File: src/rtl/div_pkg.sv
// div_pkg: shared widths, FSM state type and saturation limits for signed_divider.
package div_pkg;
  localparam int DIVIDEND_W = 32;
  localparam int DIVISOR_W = 16;
  localparam int ITER = 16;
  localparam logic [DIVISOR_W-1:0] Q_POS_SAT = 16'h7FFF;
  localparam logic [DIVISOR_W-1:0] Q_NEG_SAT = 16'h8000;
  typedef enum logic [1:0] {IDLE, CALC, FIX, DONE} state_e;
endpackage

File: src/rtl/div_step.sv
// div_step: one combinational restoring shift/subtract iteration on magnitudes.
module div_step
  import div_pkg::*;
(
  input  logic [DIVISOR_W-1:0] rem,
  input  logic                 bit_in,
  input  logic [DIVISOR_W:0]   dmag,
  output logic [DIVISOR_W-1:0] rem_next,
  output logic                 q_bit
);
  logic [DIVISOR_W:0] trial;
  assign trial = {rem, bit_in};
  assign q_bit = trial >= dmag;
  assign rem_next = DIVISOR_W'(q_bit ? trial - dmag : trial);
endmodule

File: src/rtl/signed_divider.sv
// signed_divider: 32/16 signed restoring divider, fixed 17-cycle start-to-done latency.
// Optional divide-by-zero flag port dbz is built when DIV_ZERO_CHECK_EN is defined.
module signed_divider
  import div_pkg::*;
(
  input  logic                  clk,
  input  logic                  rst,
  input  logic                  start,
  input  logic [DIVIDEND_W-1:0] dividend,
  input  logic [DIVISOR_W-1:0]  divisor,
  output logic [DIVISOR_W-1:0]  quotient,
  output logic [DIVISOR_W-1:0]  remainder,
  output logic                  done,
  output logic                  ovf
`ifdef DIV_ZERO_CHECK_EN
  ,
  output logic                  dbz
`endif
);
  localparam int CNT_W = $clog2(ITER);
  localparam logic [CNT_W-1:0] LAST = CNT_W'(ITER - 1);
  state_e state_q, state_d;
  logic [CNT_W-1:0] cnt_q, cnt_d;
  logic [DIVISOR_W-1:0] pr_q, pr_d, lo_q, lo_d, quotient_q, quotient_d, remainder_q, remainder_d;
  logic [DIVISOR_W:0] bmag_q, bmag_d;
  logic neg_q, neg_d, rneg_q, rneg_d, pre_q, pre_d, ovf_q, ovf_d;
  logic [DIVIDEND_W-1:0] a_mag;
  logic [DIVISOR_W:0] b_ext, b_mag;
  logic [DIVISOR_W-1:0] rem_nxt;
  logic q_bit, ovf_fix;
`ifdef DIV_ZERO_CHECK_EN
  logic dz_q, dz_d, dbz_q, dbz_d;
`endif
  // 17-bit divisor magnitude keeps |-32768| exact; dividend magnitude 2^31 fits unsigned 32.
  assign a_mag = dividend[DIVIDEND_W-1] ? ~dividend + 32'd1 : dividend;
  assign b_ext = {divisor[DIVISOR_W-1], divisor};
  assign b_mag = divisor[DIVISOR_W-1] ? -b_ext : b_ext;
  // Saturation limits double as the magnitude bounds a signed 16-bit quotient can take.
  assign ovf_fix = pre_q | (lo_q > (neg_q ? Q_NEG_SAT : Q_POS_SAT));
  div_step u_step (
    .rem      (pr_q),
    .bit_in   (lo_q[DIVISOR_W-1]),
    .dmag     (bmag_q),
    .rem_next (rem_nxt),
    .q_bit    (q_bit)
  );
  always_comb begin
    state_d = state_q;
    cnt_d = cnt_q;
    pr_d = pr_q;
    lo_d = lo_q;
    bmag_d = bmag_q;
    neg_d = neg_q;
    rneg_d = rneg_q;
    pre_d = pre_q;
    quotient_d = quotient_q;
    remainder_d = remainder_q;
    ovf_d = ovf_q;
`ifdef DIV_ZERO_CHECK_EN
    dz_d = dz_q;
    dbz_d = dbz_q;
`endif
    unique case (state_q)
      IDLE: if (start) begin
        state_d = CALC;
        cnt_d = '0;
        pr_d = a_mag[DIVIDEND_W-1:DIVISOR_W];
        lo_d = a_mag[DIVISOR_W-1:0];
        bmag_d = b_mag;
        neg_d = dividend[DIVIDEND_W-1] ^ divisor[DIVISOR_W-1];
        rneg_d = dividend[DIVIDEND_W-1];
        // A zero divisor always lands here too, so it saturates by dividend sign.
        pre_d = {1'b0, a_mag[DIVIDEND_W-1:DIVISOR_W]} >= b_mag;
`ifdef DIV_ZERO_CHECK_EN
        dz_d = divisor == '0;
`endif
      end
      CALC: begin
        pr_d = rem_nxt;
        lo_d = {lo_q[DIVISOR_W-2:0], q_bit};
        cnt_d = cnt_q + 1'b1;
        state_d = cnt_q == LAST ? FIX : CALC;
      end
      FIX: begin
        quotient_d = ovf_fix ? (neg_q ? Q_NEG_SAT : Q_POS_SAT) : (neg_q ? -lo_q : lo_q);
        remainder_d = ovf_fix ? '0 : (rneg_q ? -pr_q : pr_q);
        ovf_d = ovf_fix;
`ifdef DIV_ZERO_CHECK_EN
        dbz_d = dz_q;
`endif
        state_d = DONE;
      end
      default: state_d = IDLE;
    endcase
  end
  always_ff @(posedge clk) begin
    if (rst) begin
      state_q <= IDLE;
      cnt_q <= '0;
      pr_q <= '0;
      lo_q <= '0;
      bmag_q <= '0;
      neg_q <= 1'b0;
      rneg_q <= 1'b0;
      pre_q <= 1'b0;
      quotient_q <= '0;
      remainder_q <= '0;
      ovf_q <= 1'b0;
`ifdef DIV_ZERO_CHECK_EN
      dz_q <= 1'b0;
      dbz_q <= 1'b0;
`endif
    end else begin
      state_q <= state_d;
      cnt_q <= cnt_d;
      pr_q <= pr_d;
      lo_q <= lo_d;
      bmag_q <= bmag_d;
      neg_q <= neg_d;
      rneg_q <= rneg_d;
      pre_q <= pre_d;
      quotient_q <= quotient_d;
      remainder_q <= remainder_d;
      ovf_q <= ovf_d;
`ifdef DIV_ZERO_CHECK_EN
      dz_q <= dz_d;
      dbz_q <= dbz_d;
`endif
    end
  end
  assign done = state_q == DONE;
  assign quotient = quotient_q;
  assign remainder = remainder_q;
  assign ovf = ovf_q;
`ifdef DIV_ZERO_CHECK_EN
  assign dbz = dbz_q;
`endif
endmodule

File: config.mk
export PLATFORM = sky130hd
export DESIGN_NAME = signed_divider
export DESIGN_NICKNAME = d
export VERILOG_FILES = /design/src/rtl/div_pkg.sv /design/src/rtl/div_step.sv /design/src/rtl/signed_divider.sv
export SDC_FILE = /design/constraint.sdc
export NUM_CORES = 1
export LEC_CHECK = 0
export BUFFER_PORTS_ARGS = -buffer_cell sky130_fd_sc_hd__buf_4
export CORE_MARGIN = 5
export CORE_UTILIZATION = 25
export DETAILED_ROUTE_END_ITERATION = 7
export GPL_ROUTABILITY_DRIVEN = 0
export PLACE_DENSITY = 0.53
export SLEW_MARGIN = 5
export SYNTH_ARGS = -nofsm -noshare
export SYNTH_HDL_FRONTEND = slang
export SYNTH_SLANG_ARGS = --single-unit
export TNS_END_PERCENT = 20
File: constraint.sdc
create_clock -name clk -period 3.68 [get_ports clk]
set_input_delay 0.368 -clock clk [delete_from_list [all_inputs] [get_ports clk]]
set_output_delay 0.368 -clock clk [all_outputs]
set_load 0.05 [all_outputs]
==> out/summary.md <==
For the post-route clock skew, the log shows 0.01110 ns. The number of enable-type register cells in the synthesized netlist is 0, and the clock period minus final worst setup slack is 3.460 ns. The share of synthesized flip-flops with an asynchronous set or reset was 0%; the maximum number of pins on one net before global-route repair was 50.

The die is 176.9 microns tall. Along the worst path, the maximum fanout reaches 3. The total nets after synthesis was 994; the end-of-flow core utilization was 30.95%. The die covers 31280 sq um.

The clock reaches the later pin of the worst-skew pair after 0.36 ns. The synthesis-stage register bit count was 91; the global-route usage over all layers was 14.27%. Once the floorplan was initialized, standard cells occupied 25.20% of the core.

Clock-pin slew was measured on the worst setup and hold paths at 0.07 ns. The gate count of the mapped netlist was 888; the H-tree depth was 3. In this run the most critical hold path is launched from divisor[0]. Once detailed placement completed, the half-perimeter wirelength came to 17900 microns.

By area the synthesized netlist is led by sky130_fd_sc_hd__dfxtp_1 (26%), sky130_fd_sc_hd__ha_1 (9.7%), sky130_fd_sc_hd__xnor2_1 (6.3%). Tracing the worst setup path back leads to its startpoint at dividend[14]. The tools report the number of failing hold endpoints at the final stage as 0. The run gives 7010 as the total number of vias. The class of the tightest hold or removal check is primary input to flop. In the final routed layout, each cell accounts on average for 16.79 microns. Setup violations remaining at the end of the flow were counted as 0.

The run finished with clean final reports. In the routed layout, each cell is associated on average with a via count of 5.139. The startpoint of the worst-slack reg-to-reg timing path is bmag_q[1]. The number of iterations in the first detailed-routing pass was 7; the deepest clock path buffer count was 2. The sum of negative setup slack is 0 ns, and the number of design-rule violations left by the first detailed-router iteration is 503.

The total power consumption of the routed design came out at 3.796 mW. The area of the core region is 27630 sq um, and the peak ir drop on the vdd network is 0.0002472 V. TritonCTS built the clock tree. After clock tree synthesis, the setup repair step added 0 buffers.

The run gives 72 as the count of different cell masters after synthesis. The worst setup path is launched from a primary input. The die width is 176.9 microns. Timing would allow up to 289.0 MHz. The cell at the root of the clock tree was sky130_fd_sc_hd__clkbuf_16. Of the synthesized area, sequential elements account for 26.17%. Among all cell types in the netlist, the one instantiated most often is sky130_fd_sc_hd__dfxtp_1. After floorplanning, the core was divided into 61 placement rows. STA classifies the critical path endpoint as a flop. STA puts the critical path data arrival time at 3.70 ns. The predominant post-synthesis flop cell was sky130_fd_sc_hd__dfxtp_1. The filler cells instantiated in the layout total 3028.

The count of synthesis-stage warnings from yosys is 0. During placement, the flow inserted port buffers numbering 84. For this design the static power due to leakage is 3.452 nW.

The repair_antennas step left the layout with diodes totalling 0. The synthesized netlist occupies a cell area of 6962 sq um. The tools report the tightest slew margin relative to the limit as 28.45%.

Setup repair after global routing left no endpoint under its margin. Wires add up to 22900 microns. Sorting the synthesized cells by how often they occur yields sky130_fd_sc_hd__dfxtp_1 (91), sky130_fd_sc_hd__nor2_1 (85), sky130_fd_sc_hd__nand2_1 (82).

The run gives 1087 as the total number of nets in the final design. The area growth from synthesis to layout is 22.83%. The count of unresolved DRC violations after routing was 0; the first-pass GRT wire length was 35890 microns. The kind of critical path is primary input to flop. The transition time at the pin with the least slew margin was 1.068 ns; the number of placed I/O pins was 85. In the finished design, the share of the clock period the worst path needs comes to 94.02%.

In this run, CTS created clock tree buffers numbering 9. The tools report the number of antenna-violating nets in the routed design as 0. Final worst slack: 0.2200 ns. The logs give 6376 for the number of global-route vias before repair and 0 for the final-report max-slew violation count. The mean post-synth cell area came out at 7.840 sq um. The count of clock tree sinks is 91, and the fraction of layout instances using a drive strength above 1 is 18.46%. At the worst endpoint, the required time is 3.92 ns. The number of antenna violations at the first check in global routing is 0. The synthesized design devotes to its leading area cell type 26.17% of total area. The dominant cell type by area after synthesis is sky130_fd_sc_hd__dfxtp_1. After global routing the overflow that remains totals 0. The tool flagged a number of max-cap violations equal to 0. Power spread over the standard cell area amounts to 443.9 nW/um^2. The pre-CTS worst setup slack is -0.2041 ns.
[cell families after synthesis]
group | Yosys count | share of synthesized area [%]
AOI/OAI and AO/OA | 258 | 25.79
xor gates and xnor gates | 71 | 8.932
adders and majority gates | 55 | 9.993
buffers and inverters | 87 | 4.709
DFF | 91 | 26.17
muxes | 13 | 1.977
and+or+nand+nor | 313 | 22.43
[path summary, 6_finish.rpt]
check	slack [ns]	depth (start not counted)	end
max	0.22	13	pre_q
min	0.33	3	bmag_q[0]
max reg2reg	0.76	10	pr_q[7]
min reg2reg	0.45	2	remainder[10]
[state kept, by name, summed over array words and instances, names as in the netlist]
signal and flops:
bmag_q 17, lo_q 16, pr_q 16, quotient 16, remainder 16, cnt_q 4, state_q 2, neg_q 1
ovf 1, pre_q 1, rneg_q 1
[placed cells by master (no fill, tap or decap), types with 10 or more instances in the layout]
| master | n |
|---|---|
| sky130_fd_sc_hd__a211oi_1 | 16 |
| sky130_fd_sc_hd__a21oi_1 | 65 |
| sky130_fd_sc_hd__a222oi_1 | 16 |
| sky130_fd_sc_hd__a22oi_1 | 11 |
| sky130_fd_sc_hd__buf_4 | 136 |
| sky130_fd_sc_hd__dfxtp_1 | 91 |
| sky130_fd_sc_hd__ha_1 | 54 |
| sky130_fd_sc_hd__inv_1 | 32 |
| sky130_fd_sc_hd__nand2_1 | 82 |
| sky130_fd_sc_hd__nand2b_1 | 12 |
| sky130_fd_sc_hd__nand3_1 | 37 |
| sky130_fd_sc_hd__nand4_1 | 11 |
| sky130_fd_sc_hd__nor2_1 | 85 |
| sky130_fd_sc_hd__nor3_1 | 16 |
| sky130_fd_sc_hd__nor4_1 | 10 |
| sky130_fd_sc_hd__o21a_1 | 11 |
| sky130_fd_sc_hd__o21ai_0 | 45 |
| sky130_fd_sc_hd__o31ai_1 | 16 |
| sky130_fd_sc_hd__o41ai_1 | 13 |
| sky130_fd_sc_hd__or3_1 | 11 |
| sky130_fd_sc_hd__xnor2_1 | 50 |
| sky130_fd_sc_hd__xor2_1 | 21 |
[layout make-up]
class	instances	area, sq um	area share, %
tap	378	473.0	5.531
multi-input combinational	710	4825	56.42
sequential	91	1822	21.31
clock inverter	7	61.31	0.7170
inverter	33	123.9	1.449
clock buffer	9	225.2	2.634
timing repair buffer	136	1021	11.94
[per-layer routing]
metal	vias to the layer above	wire length, microns	GRT usage, %
li1	3493	-	-
met1	3274	11450	21.51
met2	226	9665	20.88
met3	17	1510	2.863
met4	0	277	3.127
met5	-	0	0
[worst max-delay path, cell delays in order]
cell	delay [ns]
sky130_fd_sc_hd__buf_4	0.11
sky130_fd_sc_hd__or4_4	0.55
sky130_fd_sc_hd__or2_2	0.31
sky130_fd_sc_hd__or4_1	0.58
sky130_fd_sc_hd__o31ai_1	0.28
sky130_fd_sc_hd__xnor2_1	0.18
sky130_fd_sc_hd__ha_1	0.27
sky130_fd_sc_hd__nor2b_1	0.13
sky130_fd_sc_hd__o21ai_0	0.16
sky130_fd_sc_hd__a21oi_1	0.09
sky130_fd_sc_hd__a2111oi_1	0.42
sky130_fd_sc_hd__or3_1	0.18
sky130_fd_sc_hd__a21oi_1	0.05
[through the flow]
| step | area, sq um | hold WS (ns) | std cells |
|---|---|---|---|
| detailed placement | 8257 | 0.4477 | 1348 |
| global route | 8551 | 0.3255 | 1364 |
| finish | 8551 | 0.3252 | 1364 |
| floorplan | 6962 | 0.4279 | 888 |
| global placement | 8257 | 0.4451 | 1348 |
| CTS | 8543 | 0.3100 | 1364 |
[repair_timing]
action / CTS / global route
endpoints found under the setup margin: 0 / 1
gates resized for setup: 0 / 3
hold buffers: 0 / 0
[report_power, final]
| part | switching [mW] | internal, mW | total (mW) |
|---|---|---|---|
| combinational | 0.987 | 0.713 | 1.70 |
| clock | 0.449 | 0.472 | 0.921 |
| sequential | 0.115 | 1.06 | 1.18 |
Power figures use the tool's default switching activity.
